`config.mk`:
```
export PLATFORM = sky130hd
export DESIGN_NAME = cache_port_arbiter_flat
export DESIGN_NICKNAME = d
export VERILOG_FILES = /design/src/rtl/cache_arb_pkg.sv /design/src/rtl/cache_port_arbiter_if.sv /design/src/rtl/cache_port_arbiter_prio_sel.sv /design/src/rtl/cache_port_arbiter.sv /design/src/flat_wrapper.sv
export SDC_FILE = /design/constraint.sdc
export NUM_CORES = 1
export LEC_CHECK = 0
export ABC_CLOCK_PERIOD_IN_PS = 2700
export CAP_MARGIN = 20
export CORE_AREA = 2 2 104 106
export CTS_CLUSTER_DIAMETER = 40
export CTS_CLUSTER_SIZE = 25
export DETAILED_ROUTE_END_ITERATION = 16
export DIE_AREA = 0 0 106 108
export DONT_BUFFER_PORTS = 1
export PLACE_DENSITY = 0.69
export SETUP_SLACK_MARGIN = 0.05
export SLEW_MARGIN = 20
export SYNTH_ARGS = -nofsm -noshare
export SYNTH_HDL_FRONTEND = slang
export SYNTH_SLANG_ARGS = --single-unit
```
`constraint.sdc`:
```
create_clock -name clk -period 2.7 [get_ports clk]
set_clock_uncertainty 0.15 [all_clocks]
set_input_delay 0.54 -clock clk [delete_from_list [all_inputs] [get_ports clk]]
set_output_delay 0.54 -clock clk [all_outputs]
set_load 0.02 [all_outputs]
```
`src/rtl/cache_arb_pkg.sv`:
```
// ----------------------------------------------------------------------------
// cache_arb_pkg
// Shared definitions for the data-cache port arbiter:
//   - arb_state_t : IDLE / ISSUE / WAIT sequencing of one cache access
//   - owner_t     : which requester owns the access in flight (IF or MEM)
//   - owner_is_mem: small decode helper used by the datapath
// ----------------------------------------------------------------------------
package cache_arb_pkg;

    // One cache access: grant in IDLE, strobe c_valid in ISSUE, wait for the
    // cache's output-valid in WAIT.
    typedef enum logic [1:0] {
        ST_IDLE  = 2'd0,
        ST_ISSUE = 2'd1,
        ST_WAIT  = 2'd2
    } arb_state_t;

    // Requester that owns the current (or most recent) cache access.
    typedef enum logic {
        OWNER_IF  = 1'b0,
        OWNER_MEM = 1'b1
    } owner_t;

    function automatic logic owner_is_mem(input owner_t owner);
        return (owner == OWNER_MEM) ? 1'b1 : 1'b0;
    endfunction

endpackage

```
`src/rtl/cache_port_arbiter_if.sv`:
```
// ----------------------------------------------------------------------------
// cache_port_arbiter_if
// Bundles the requester-side (IF, MEM) and cache-side handshakes of the shared
// data-cache port.
//   modport slave  : the arbiter's view (takes requests, drives the cache)
//   modport master : the environment's view (requesters plus cache)
// Signals:
//   if_req/if_addr -> if_done/if_rdata                 instruction-fetch reads
//   mem_req/mem_rw/mem_addr/mem_wdata -> mem_done/mem_rdata  MEM-stage access
//   stall                                              pipeline stall
//   c_valid/c_addr/c_rw/c_din -> cache; c_ready/c_out_valid/c_dout/c_hit <- cache
// ----------------------------------------------------------------------------
interface cache_port_arbiter_if #(
    parameter int ADDR_W = 32,
    parameter int DATA_W = 32
);
    logic              if_req;
    logic [ADDR_W-1:0] if_addr;
    logic              if_done;
    logic [DATA_W-1:0] if_rdata;

    logic              mem_req;
    logic              mem_rw;
    logic [ADDR_W-1:0] mem_addr;
    logic [DATA_W-1:0] mem_wdata;
    logic              mem_done;
    logic [DATA_W-1:0] mem_rdata;

    logic              stall;

    logic              c_valid;
    logic [ADDR_W-1:0] c_addr;
    logic              c_rw;
    logic [DATA_W-1:0] c_din;
    logic              c_ready;
    logic              c_out_valid;
    logic [DATA_W-1:0] c_dout;
    logic              c_hit;

    modport slave (
        input  if_req, if_addr,
        output if_done, if_rdata,
        input  mem_req, mem_rw, mem_addr, mem_wdata,
        output mem_done, mem_rdata,
        output stall,
        output c_valid, c_addr, c_rw, c_din,
        input  c_ready, c_out_valid, c_dout, c_hit
    );

    modport master (
        output if_req, if_addr,
        input  if_done, if_rdata,
        output mem_req, mem_rw, mem_addr, mem_wdata,
        input  mem_done, mem_rdata,
        input  stall,
        input  c_valid, c_addr, c_rw, c_din,
        output c_ready, c_out_valid, c_dout, c_hit
    );

endinterface

```
`src/rtl/cache_port_arbiter_prio_sel.sv`:
```
// ----------------------------------------------------------------------------
// arb_priority_sel
// Picks the winner of the shared cache port. MEM has priority; IF is forced
// through once it has lost STARVE_LIMIT consecutive arbitrations.
// Ports:
//   clk, reset      clock, asynchronous active-low reset
//   if_req_i        IF is competing this cycle
//   mem_req_i       MEM is competing this cycle
//   grant_en_i      a grant is actually taken this cycle (updates starve count)
//   winner_o        combinational winner for this cycle
// ----------------------------------------------------------------------------
module arb_priority_sel
    import cache_arb_pkg::*;
#(
    parameter int STARVE_LIMIT = 4
) (
    input  logic   clk,
    input  logic   reset,
    input  logic   if_req_i,
    input  logic   mem_req_i,
    input  logic   grant_en_i,
    output owner_t winner_o
);

    localparam int               CNT_W   = $clog2(STARVE_LIMIT + 1);
    localparam logic [CNT_W-1:0] LIMIT_C = CNT_W'(STARVE_LIMIT);
    localparam logic [CNT_W-1:0] ONE_C   = CNT_W'(1);
    localparam logic [CNT_W-1:0] ZERO_C  = {CNT_W{1'b0}};

    logic [CNT_W-1:0] starve_cnt_q;
    logic [CNT_W-1:0] starve_cnt_d;
    logic             if_starved_s;
    owner_t           winner_s;

    // Winner select: MEM wins unless a requesting IF has hit the starvation limit.
    always_comb begin
        if_starved_s = if_req_i && (starve_cnt_q == LIMIT_C);
        winner_s     = OWNER_IF;
        if (mem_req_i && !if_starved_s) begin
            winner_s = OWNER_MEM;
        end else begin
            winner_s = OWNER_IF;
        end
    end

    // Starvation count: only moves on a real grant; saturates at the limit.
    always_comb begin
        starve_cnt_d = starve_cnt_q;
        if (!grant_en_i) begin
            starve_cnt_d = starve_cnt_q;
        end else if (winner_s == OWNER_IF) begin
            starve_cnt_d = ZERO_C;
        end else if (if_req_i && (starve_cnt_q < LIMIT_C)) begin
            starve_cnt_d = starve_cnt_q + ONE_C;
        end else begin
            starve_cnt_d = starve_cnt_q;
        end
    end

    // Starvation count register.
    always_ff @(posedge clk or negedge reset) begin
        if (!reset) begin
            starve_cnt_q <= ZERO_C;
        end else begin
            starve_cnt_q <= starve_cnt_d;
        end
    end

    assign winner_o = winner_s;

endmodule

```
`src/rtl/cache_port_arbiter.sv`:
```
// ----------------------------------------------------------------------------
// cache_port_arbiter
// Shares the single data-cache port between the IF and MEM requesters of the
// pipeline. One access at a time: grant in IDLE (needs c_ready), one-cycle
// c_valid strobe in ISSUE, wait for c_out_valid in WAIT, then a one-cycle done
// pulse with registered read data to the owner.
// Ports:
//   clk          clock, all state on the rising edge
//   reset        asynchronous active-low reset
//   bus          cache_port_arbiter_if.slave (requester + cache handshakes)
//   stat_hits    hit counter   (only with CACHE_STATS_EN)
//   stat_misses  miss counter  (only with CACHE_STATS_EN)
// Build option:
//   CACHE_STATS_EN  adds wrapping hit/miss counters of width STATS_W.
// ----------------------------------------------------------------------------
module cache_port_arbiter
    import cache_arb_pkg::*;
#(
    parameter int ADDR_W       = 32,
    parameter int DATA_W       = 32,
    parameter int STARVE_LIMIT = 4
`ifdef CACHE_STATS_EN
    ,
    parameter int STATS_W      = 32
`endif
) (
    input  logic                    clk,
    input  logic                    reset,
    cache_port_arbiter_if.slave     bus
`ifdef CACHE_STATS_EN
    ,
    output logic [STATS_W-1:0]      stat_hits,
    output logic [STATS_W-1:0]      stat_misses
`endif
);

    arb_state_t        state_q,     state_d;
    owner_t            owner_q,     owner_d;
    logic              c_valid_q,   c_valid_d;
    logic [ADDR_W-1:0] c_addr_q,    c_addr_d;
    logic              c_rw_q,      c_rw_d;
    logic [DATA_W-1:0] c_din_q,     c_din_d;
    logic              if_done_q,   if_done_d;
    logic              mem_done_q,  mem_done_d;
    logic [DATA_W-1:0] if_rdata_q,  if_rdata_d;
    logic [DATA_W-1:0] mem_rdata_q, mem_rdata_d;

    logic              if_req_s;
    logic              mem_req_s;
    logic              grant_en_s;
    owner_t            winner_s;

    // A requester that is receiving its done pulse still holds req this cycle
    // for the access that just finished; mask it so it is not granted twice.
    always_comb begin
        if_req_s   = bus.if_req  & ~if_done_q;
        mem_req_s  = bus.mem_req & ~mem_done_q;
        grant_en_s = (state_q == ST_IDLE) && bus.c_ready && (if_req_s || mem_req_s);
    end

    arb_priority_sel #(
        .STARVE_LIMIT (STARVE_LIMIT)
    ) u_prio_sel (
        .clk        (clk),
        .reset      (reset),
        .if_req_i   (if_req_s),
        .mem_req_i  (mem_req_s),
        .grant_en_i (grant_en_s),
        .winner_o   (winner_s)
    );

    // Next-state and datapath updates of the access sequencer.
    always_comb begin
        state_d     = state_q;
        owner_d     = owner_q;
        c_valid_d   = 1'b0;
        c_addr_d    = c_addr_q;
        c_rw_d      = c_rw_q;
        c_din_d     = c_din_q;
        if_done_d   = 1'b0;
        mem_done_d  = 1'b0;
        if_rdata_d  = if_rdata_q;
        mem_rdata_d = mem_rdata_q;

        case (state_q)
            ST_IDLE: begin
                if (grant_en_s) begin
                    state_d   = ST_ISSUE;
                    owner_d   = winner_s;
                    c_valid_d = 1'b1;
                    if (winner_s == OWNER_MEM) begin
                        c_addr_d = bus.mem_addr;
                        c_rw_d   = bus.mem_rw;
                        c_din_d  = bus.mem_wdata;
                    end else begin
                        c_addr_d = bus.if_addr;
                        c_rw_d   = 1'b0;
                        c_din_d  = {DATA_W{1'b0}};
                    end
                end else begin
                    state_d = ST_IDLE;
                end
            end

            ST_ISSUE: begin
                // c_valid is a single-cycle strobe; fields stay latched.
                state_d = ST_WAIT;
            end

            ST_WAIT: begin
                if (bus.c_out_valid) begin
                    state_d = ST_IDLE;
                    if (owner_is_mem(owner_q)) begin
                        mem_done_d = 1'b1;
                        if (!c_rw_q) begin
                            mem_rdata_d = bus.c_dout;
                        end else begin
                            mem_rdata_d = mem_rdata_q;
                        end
                    end else begin
                        if_done_d  = 1'b1;
                        if_rdata_d = bus.c_dout;
                    end
                end else begin
                    state_d = ST_WAIT;
                end
            end

            default: begin
                state_d   = ST_IDLE;
                c_valid_d = 1'b0;
            end
        endcase
    end

    // Sequencer state and all registered outputs.
    always_ff @(posedge clk or negedge reset) begin
        if (!reset) begin
            state_q     <= ST_IDLE;
            owner_q     <= OWNER_IF;
            c_valid_q   <= 1'b0;
            c_addr_q    <= {ADDR_W{1'b0}};
            c_rw_q      <= 1'b0;
            c_din_q     <= {DATA_W{1'b0}};
            if_done_q   <= 1'b0;
            mem_done_q  <= 1'b0;
            if_rdata_q  <= {DATA_W{1'b0}};
            mem_rdata_q <= {DATA_W{1'b0}};
        end else begin
            state_q     <= state_d;
            owner_q     <= owner_d;
            c_valid_q   <= c_valid_d;
            c_addr_q    <= c_addr_d;
            c_rw_q      <= c_rw_d;
            c_din_q     <= c_din_d;
            if_done_q   <= if_done_d;
            mem_done_q  <= mem_done_d;
            if_rdata_q  <= if_rdata_d;
            mem_rdata_q <= mem_rdata_d;
        end
    end

    assign bus.c_valid   = c_valid_q;
    assign bus.c_addr    = c_addr_q;
    assign bus.c_rw      = c_rw_q;
    assign bus.c_din     = c_din_q;
    assign bus.if_done   = if_done_q;
    assign bus.if_rdata  = if_rdata_q;
    assign bus.mem_done  = mem_done_q;
    assign bus.mem_rdata = mem_rdata_q;

    // Stall must drop in the done cycle itself so the pipeline can advance.
    assign bus.stall = (bus.if_req & ~if_done_q) | (bus.mem_req & ~mem_done_q);

`ifdef CACHE_STATS_EN
    localparam logic [STATS_W-1:0] STAT_ONE_C  = STATS_W'(1);
    localparam logic [STATS_W-1:0] STAT_ZERO_C = {STATS_W{1'b0}};

    logic [STATS_W-1:0] stat_hits_q;
    logic [STATS_W-1:0] stat_misses_q;

    // Hit/miss counters, classified by c_hit on every cache completion; wrap freely.
    always_ff @(posedge clk or negedge reset) begin
        if (!reset) begin
            stat_hits_q   <= STAT_ZERO_C;
            stat_misses_q <= STAT_ZERO_C;
        end else if (bus.c_out_valid) begin
            if (bus.c_hit) begin
                stat_hits_q <= stat_hits_q + STAT_ONE_C;
            end else begin
                stat_misses_q <= stat_misses_q + STAT_ONE_C;
            end
        end else begin
            stat_hits_q   <= stat_hits_q;
            stat_misses_q <= stat_misses_q;
        end
    end

    assign stat_hits   = stat_hits_q;
    assign stat_misses = stat_misses_q;
`else
    // Statistics counters are not built in this configuration.
`endif

endmodule

```
`src/flat_wrapper.sv`:
```
// flat-port wrapper written by rule: the top's interface ports become plain ports
module cache_port_arbiter_flat import cache_arb_pkg::*;
#(
    parameter int ADDR_W       = 32,
    parameter int DATA_W       = 32,
    parameter int STARVE_LIMIT = 4

)
  (clk, reset, bus_if_req, bus_if_addr, bus_if_done, bus_if_rdata, bus_mem_req, bus_mem_rw, bus_mem_addr, bus_mem_wdata, bus_mem_done, bus_mem_rdata, bus_stall, bus_c_valid, bus_c_addr, bus_c_rw, bus_c_din, bus_c_ready, bus_c_out_valid, bus_c_dout, bus_c_hit);
  cache_port_arbiter_if #(.ADDR_W(ADDR_W), .DATA_W(DATA_W)) bus_i ();
  input  logic clk;
  input  logic reset;
  input wire logic [$bits(bus_i.if_req)-1:0] bus_if_req;
  input wire logic [$bits(bus_i.if_addr)-1:0] bus_if_addr;
  output wire logic [$bits(bus_i.if_done)-1:0] bus_if_done;
  output wire logic [$bits(bus_i.if_rdata)-1:0] bus_if_rdata;
  input wire logic [$bits(bus_i.mem_req)-1:0] bus_mem_req;
  input wire logic [$bits(bus_i.mem_rw)-1:0] bus_mem_rw;
  input wire logic [$bits(bus_i.mem_addr)-1:0] bus_mem_addr;
  input wire logic [$bits(bus_i.mem_wdata)-1:0] bus_mem_wdata;
  output wire logic [$bits(bus_i.mem_done)-1:0] bus_mem_done;
  output wire logic [$bits(bus_i.mem_rdata)-1:0] bus_mem_rdata;
  output wire logic [$bits(bus_i.stall)-1:0] bus_stall;
  output wire logic [$bits(bus_i.c_valid)-1:0] bus_c_valid;
  output wire logic [$bits(bus_i.c_addr)-1:0] bus_c_addr;
  output wire logic [$bits(bus_i.c_rw)-1:0] bus_c_rw;
  output wire logic [$bits(bus_i.c_din)-1:0] bus_c_din;
  input wire logic [$bits(bus_i.c_ready)-1:0] bus_c_ready;
  input wire logic [$bits(bus_i.c_out_valid)-1:0] bus_c_out_valid;
  input wire logic [$bits(bus_i.c_dout)-1:0] bus_c_dout;
  input wire logic [$bits(bus_i.c_hit)-1:0] bus_c_hit;
  assign bus_i.if_req = bus_if_req;
  assign bus_i.if_addr = bus_if_addr;
  assign bus_if_done = bus_i.if_done;
  assign bus_if_rdata = bus_i.if_rdata;
  assign bus_i.mem_req = bus_mem_req;
  assign bus_i.mem_rw = bus_mem_rw;
  assign bus_i.mem_addr = bus_mem_addr;
  assign bus_i.mem_wdata = bus_mem_wdata;
  assign bus_mem_done = bus_i.mem_done;
  assign bus_mem_rdata = bus_i.mem_rdata;
  assign bus_stall = bus_i.stall;
  assign bus_c_valid = bus_i.c_valid;
  assign bus_c_addr = bus_i.c_addr;
  assign bus_c_rw = bus_i.c_rw;
  assign bus_c_din = bus_i.c_din;
  assign bus_i.c_ready = bus_c_ready;
  assign bus_i.c_out_valid = bus_c_out_valid;
  assign bus_i.c_dout = bus_c_dout;
  assign bus_i.c_hit = bus_c_hit;
  cache_port_arbiter #(.ADDR_W(ADDR_W), .DATA_W(DATA_W), .STARVE_LIMIT(STARVE_LIMIT)) u_core (.clk(clk), .reset(reset), .bus(bus_i));
endmodule
```
# [Yosys cells after proc, flatten, opt, wreduce, memory -nomap -nowiden]
# Cells that the tools add are included.
[word_totals] regBits=138 inputBits=136 elab_cells=54
[op_classes] addsub=1 order_cmp=1 eq_ne=4 muxes=18 bitwise_logic=7 reduce_logical=12
[op_table] op="2-to-1 mux 32 bit" n=2
[op_table] op="2-to-1 mux 1 bit" n=12
[op_table] op="2-to-1 mux 3 bit" n=2
[op_table] op="case mux 2 bit (3 select lines)" n=1
[op_table] op="logical AND 1 bit" n=5
[op_table] op="inverter 1 bit" n=4
[op_table] op="AND reduction 2 bit" n=2
[op_table] op="AND reduction 4 bit" n=1
[op_table] op="adder 3 x 1 -> 3 bit, second input constant" n=1
[op_table] op="== test 3 bit, second input constant" n=1
[op_table] op="less-than comparator 3 bit, second input constant" n=1
[op_table] op="AND reduction 3 bit" n=1
[op_table] op="AND 1 bit" n=2
[op_table] op="== test 2 x 1 -> 1 bit, second input constant" n=1
[op_table] op="== test 2 bit, second input constant" n=1
[op_table] op="logical NOT 2 bit" n=1
[op_table] op="2-to-1 mux 2 bit" n=1
[op_table] op="inequality test 2 bit, second input constant" n=1
[op_table] op="logical NOT 1 bit" n=1
[op_table] op="logical OR 1 bit" n=1
[op_table] op="OR 1 bit" n=1

# [Depth between registers and ports, before layout]
[logic_depth] ltp_word=8 mapped_depth=7 depth_no_buf=6

# [Cells and area by module]
# A second synthesis with hierarchy kept.
[unflattened] hier_cells=417 area_unflattened_um2=6004.5
[by_module_without_submodules] mod="cache_port_arbiter" n_inst=1 cells_per_inst=397 area_each_um2=5815.6 seq_area_each_um2=3353.2
[by_module_without_submodules] mod="arb_priority_sel" n_inst=1 cells_per_inst=20 area_each_um2=188.9 seq_area_each_um2=75.1

# [Worst setup path before layout]
# Ideal clock, no wire load.
[synth_path] kind="input -> register" start="input bus_c_out_valid" end="register u_core.mem_rdata_q[10], in the netlist u_core.bus.mem_rdata[10]" t_arrival_ps=1497 t_required_ps=2425 path_slack_ps=928 stages=6 path_buffers=2 path_cell_list="nand2_1 > nor3b_2 > and2b_1 > buf_6 > buf_12 > mux2_4"
[synth_between] elab_chain_cells=1
[synth_rtl] element="start: declaration" line_no="flat_wrapper.sv:29" source="input wire logic [$bits(bus_i.c_out_valid)-1:0] bus_c_out_valid;"
[synth_rtl] element="AND reduction 4 bit (no source line)"
[synth_rtl] element="end signal: assignment" line_no="cache_port_arbiter.sv:148" source="mem_rdata_q <= {DATA_W{1'b0}};"
[synth_rtl] element="end signal: assignment" line_no="cache_port_arbiter.sv:159" source="mem_rdata_q <= mem_rdata_d;"
[synth_rtl] element="end: declaration" line_no="cache_port_arbiter.sv:46" source="logic [DATA_W-1:0] mem_rdata_q, mem_rdata_d;"
# Every way passes these cells.
# A chain may end at the register's enable or synchronous reset.

# [Final worst setup path]
[layout_path] start="register u_core.mem_done_q, in the netlist u_core.bus.mem_done" end="register u_core.c_addr_q[18], in the netlist u_core.bus.c_addr[18]"
[layout_between] elab_chain_cells=5 elab_cells_between_ends=8 classes_between="mux (2); bitwise (2); reduce/logical (4)"
[layout_rtl] element="start: declaration" line_no="cache_port_arbiter.sv:44" source="logic mem_done_q, mem_done_d;"
[layout_rtl] element="start signal: assignment" line_no="cache_port_arbiter.sv:157" source="mem_done_q <= mem_done_d;"
[layout_rtl] element="inverter 1 bit *" line_no="cache_port_arbiter.sv:57" source="mem_req_s = bus.mem_req & ~mem_done_q;"
[layout_rtl] element="AND 1 bit *" line_no="cache_port_arbiter.sv:57"
[layout_rtl] element="logical AND 1 bit / logical OR 1 bit (equally long branches)" line_no="cache_port_arbiter_prio_sel.sv:39, cache_port_arbiter.sv:58"
[layout_rtl] element="2-to-1 mux 1 bit / logical AND 1 bit (equally long branches)" line_no="cache_port_arbiter_prio_sel.sv:39, cache_port_arbiter.sv:58"
[layout_rtl] element="2-to-1 mux 32 bit / AND reduction 2 bit (equally long branches)"
[layout_rtl] element="end signal: assignment" line_no="cache_port_arbiter.sv:142" source="c_addr_q <= {ADDR_W{1'b0}};"
[layout_rtl] element="end signal: assignment" line_no="cache_port_arbiter.sv:153" source="c_addr_q <= c_addr_d;"
[layout_rtl] element="end: declaration" line_no="cache_port_arbiter.sv:40" source="logic [ADDR_W-1:0] c_addr_q, c_addr_d;"
# Every way passes the cells marked *; elsewhere a longest branch is shown, timed or not.

==> impl_metrics.yaml <==
status:
  outcome: "finished, violations left"
  violations: "negative hold slack"
die:
  core_um2: 10200
  start_util: 0.540
  die_w_um: 106
  rows: 37
  ioPinCount: 269
  die-area_um2: 11400
  fp.dieH_um: 108
synth:
  synth_top_area_share: 0.621
  ys_types: 28
  syn_area_um2: 5520
  yosysWarnings: 0
  synth_top_area_cell: "dfrtp_1"
  synth_fp_nets: 557
  yosys-top-cells-area: "dfrtp_1, mux2_4, mux2_2"
  ys_seq_area_frac: 0.621
  synthCells: 419
  avgSynthCellArea_um2: 13.2
  synth-seq-cells: 137
setup_path:
  crit_path_top_delay_cell: "buf_4"
  cp.required_ns: 2.96
  ff2ff_path_depth: 6
  start_kind: "flip-flop"
  end_kind: "flip-flop"
  crit_chain: "nor2b_1 > buf_4 > o21ai_4 > buf_4 > a21oi_1 > a21oi_1"
  slowest_delay_ns: 0.61
  path_max_fanout: 66
  arrival_ns: 2.44
  path_class: "flip-flop to flip-flop"
clocking:
  cts_tree: "built"
  cts.clk_slew.worst_paths_ns: 0.07
  cts.repair_timing.setup_buffer_count: 0
  worstSkewPairLatency_ns: 0.50
  cts_max_level: 4
  root_buffer: "clkbuf_8"
  cts.sinks: 137
  cts_made_buffers: 17
  cts_buffer_depth: 2
detailed_routing:
  drtIter0Drc: 252
  via_count: 3525
  detail_route.wl_per_cell_um: 20.6
  vias_per_cell: 5.65
  totalWireLength_mm: 12.9
  dr.pass1.iters: 6
  drc: 0
  ant_nets: 0
timing:
  fmax_ghz: 0.458
  rsz0062_at_grt: "no"
  timing.final.max_slew_violations: 0
  setup_violations: 0
  fin_tns_setup_ns: 0
  fin_ws_ns: 0.514
  tightestPinTransition_ns: 0.743
  fin_crit_ns: 2.19
  holdWs_ns: -0.431
  min_period_over_period: 0.809
  max_slew_margin: 0.504
  hold_viol: 137
finish:
  multi_input_area_um2: 1930
  diodes: 0
  drive_above_1_share: 0.236
  fillCellCount: 771
  fin_cells: 624
  seqCellArea_um2: 3430
  fin_nets: 613
  syn_to_final_growth_pct: 22.3
global_routing:
  grt_pass1_vias: 3712
  grt_antenna_before_repair: 0
  grt_max_degree: 138
  grtUsageTotal: 0.221
  gr-total-overflow: 0
  grt_pass1_wl_mm: 19.4
place:
  dp_slack_ns: 0.0301
  dpl.cell_count: 538
  gp_congestion: 0.728
  io_buffers: 0
  post-dp-hpwl_mm: 8.27
power_and_ir_drop:
  p_leak_nw: 3.03
  ir_drop_v: 0.000645
  total_power_mw: 8.96
  p_per_area_nw_per_um2: 1330
job:
  drv_cap: 0
min_path:
  hp-class: "input pin to asynchronous set/reset pin"
layout make-up:
type / count / area share
timing repair buffer: 63 / 0.0919
tap: 136 / 0.0252
clock buffer: 17 / 0.0614
clock inverter: 15 / 0.0259
inverter: 3 / 0.00167
sequential: 137 / 0.508
multi-input combinational: 253 / 0.286
power breakdown:
part	internal [mW]	total [mW]	switching (mW)
clock	1.28	2.27	0.981
combinational	1.01	1.72	0.707
sequential	3.01	4.98	1.96
total	5.31	8.96	3.65
routing by layer:
layer | track usage | wire [um]
met5 | 0 | 0
met4 | 0.0855 | 141
met3 | 0.0862 | 1120
met2 | 0.384 | 6780
met1 | 0.248 | 4830
critical path, delay by kind of cell (launching register included):
kind	cells	cell delay, ns
AND/OR/NAND/NOR	1	0.14
buffers and inverters	2	0.77
flip-flops	1	0.49
AO/OA/AOI/OAI	3	0.53
registers in the layout (all words and copies together) (netlist names):
signal / count
u_core.bus.mem_done: 1
u_core.state_q: 2
u_core.bus.if_rdata: 32
u_core.bus.c_din: 32
u_core.bus.c_rw: 1
u_core.bus.if_done: 1
u_core.owner_q: 1
u_core.bus.c_addr: 32
u_core.u_prio_sel.starve_cnt_q: 3
u_core.bus.mem_rdata: 32
path summary, 6_finish.rpt:
| check | startpoint | slack (ns) | end |
|---|---|---|---|
| setup reg to reg | u_core.bus.mem_done$_DFF_PN0_ | 0.51 | u_core.bus.c_addr[18]$_DFFE_PN0P_ |
| hold reg to reg | u_core.state_q[1]$_DFF_PN0_ | 0.38 | u_core.state_q[1]$_DFF_PN0_ |
| min in group clk | bus_mem_wdata[22] | 0.02 | u_core.bus.c_din[22]$_DFFE_PN0P_ |
| setup / recovery | u_core.bus.mem_done$_DFF_PN0_ | 0.51 | u_core.bus.c_addr[18]$_DFFE_PN0P_ |
| max in group asynchronous | reset | 2.63 | u_core.bus.c_addr[13]$_DFFE_PN0P_ |
| hold / removal | reset | -0.43 | u_core.bus.if_rdata[9]$_DFFE_PN0P_ |
metrics by stage:
step,utilization,hold WS (ns),instance area (um2)
2_1_floorplan,-,0.0944,5520
3_3_place_gp,0.548,0.0965,5610
4_1_cts,0.648,-0.457,6630
6_report,0.660,-0.431,6750
3_5_place_dp,0.548,0.0966,5610
5_1_grt,0.660,-0.469,6750
what timing repair did:
| item | CTS | global route |
|---|---|---|
| hold buffers | 42 | 12 |
| gates resized for setup | 1 | 0 |
| endpoints found under the setup margin | 4 | 0 |
| endpoints found under the hold margin | 179 | 149 |
logic make-up after synthesis:
kind of cell	share of synthesized area
AO/OA/AOI/OAI	0.123
AND/OR/NAND/NOR	0.0625
multiplexers	0.155
adder cells (fa/ha/maj)	0.00453
buffers and inverters	0.0344
flip-flops	0.621
synth_stat cells:
cell type and n:
dfrtp_1 137, a21oi_1 64, nand2_1 36, mux2_2 35, a22o_1 34, nor2_1 33, mux2_4 30, buf_2 11
clkbuf_1 8, buf_12 3, buf_4 3, inv_1 3, a21o_1 2, ha_1 2, nand2b_1 2, nor2b_1 2
nor3b_2 2, o21ai_2 2, a21bo_2 1, a31oi_2 1, and2b_1 1, buf_6 1, mux2i_1 1, nor2_2 1
nor3_1 1, nor3_2 1, o21ai_0 1, or2b_1 1
placed cells by master (no fill, tap or decap), types with 2 or more instances in the layout:
cell / n
dfrtp_1: 137
a21oi_1: 64
dlygate4sd3_1: 54
nand2_1: 36
mux2_2: 35
a22o_1: 34
nor2_1: 33
mux2_4: 30
clkbuf_16: 16
buf_4: 8
inv_8: 6
inv_6: 5
inv_1: 3
nand2b_1: 2
nor2b_1: 2
nor3b_2: 2
o21ai_4: 2
a21o_1: 2
ha_1: 2
clkinv_4: 2
Note: power is estimated with default switching activity, not from simulation.
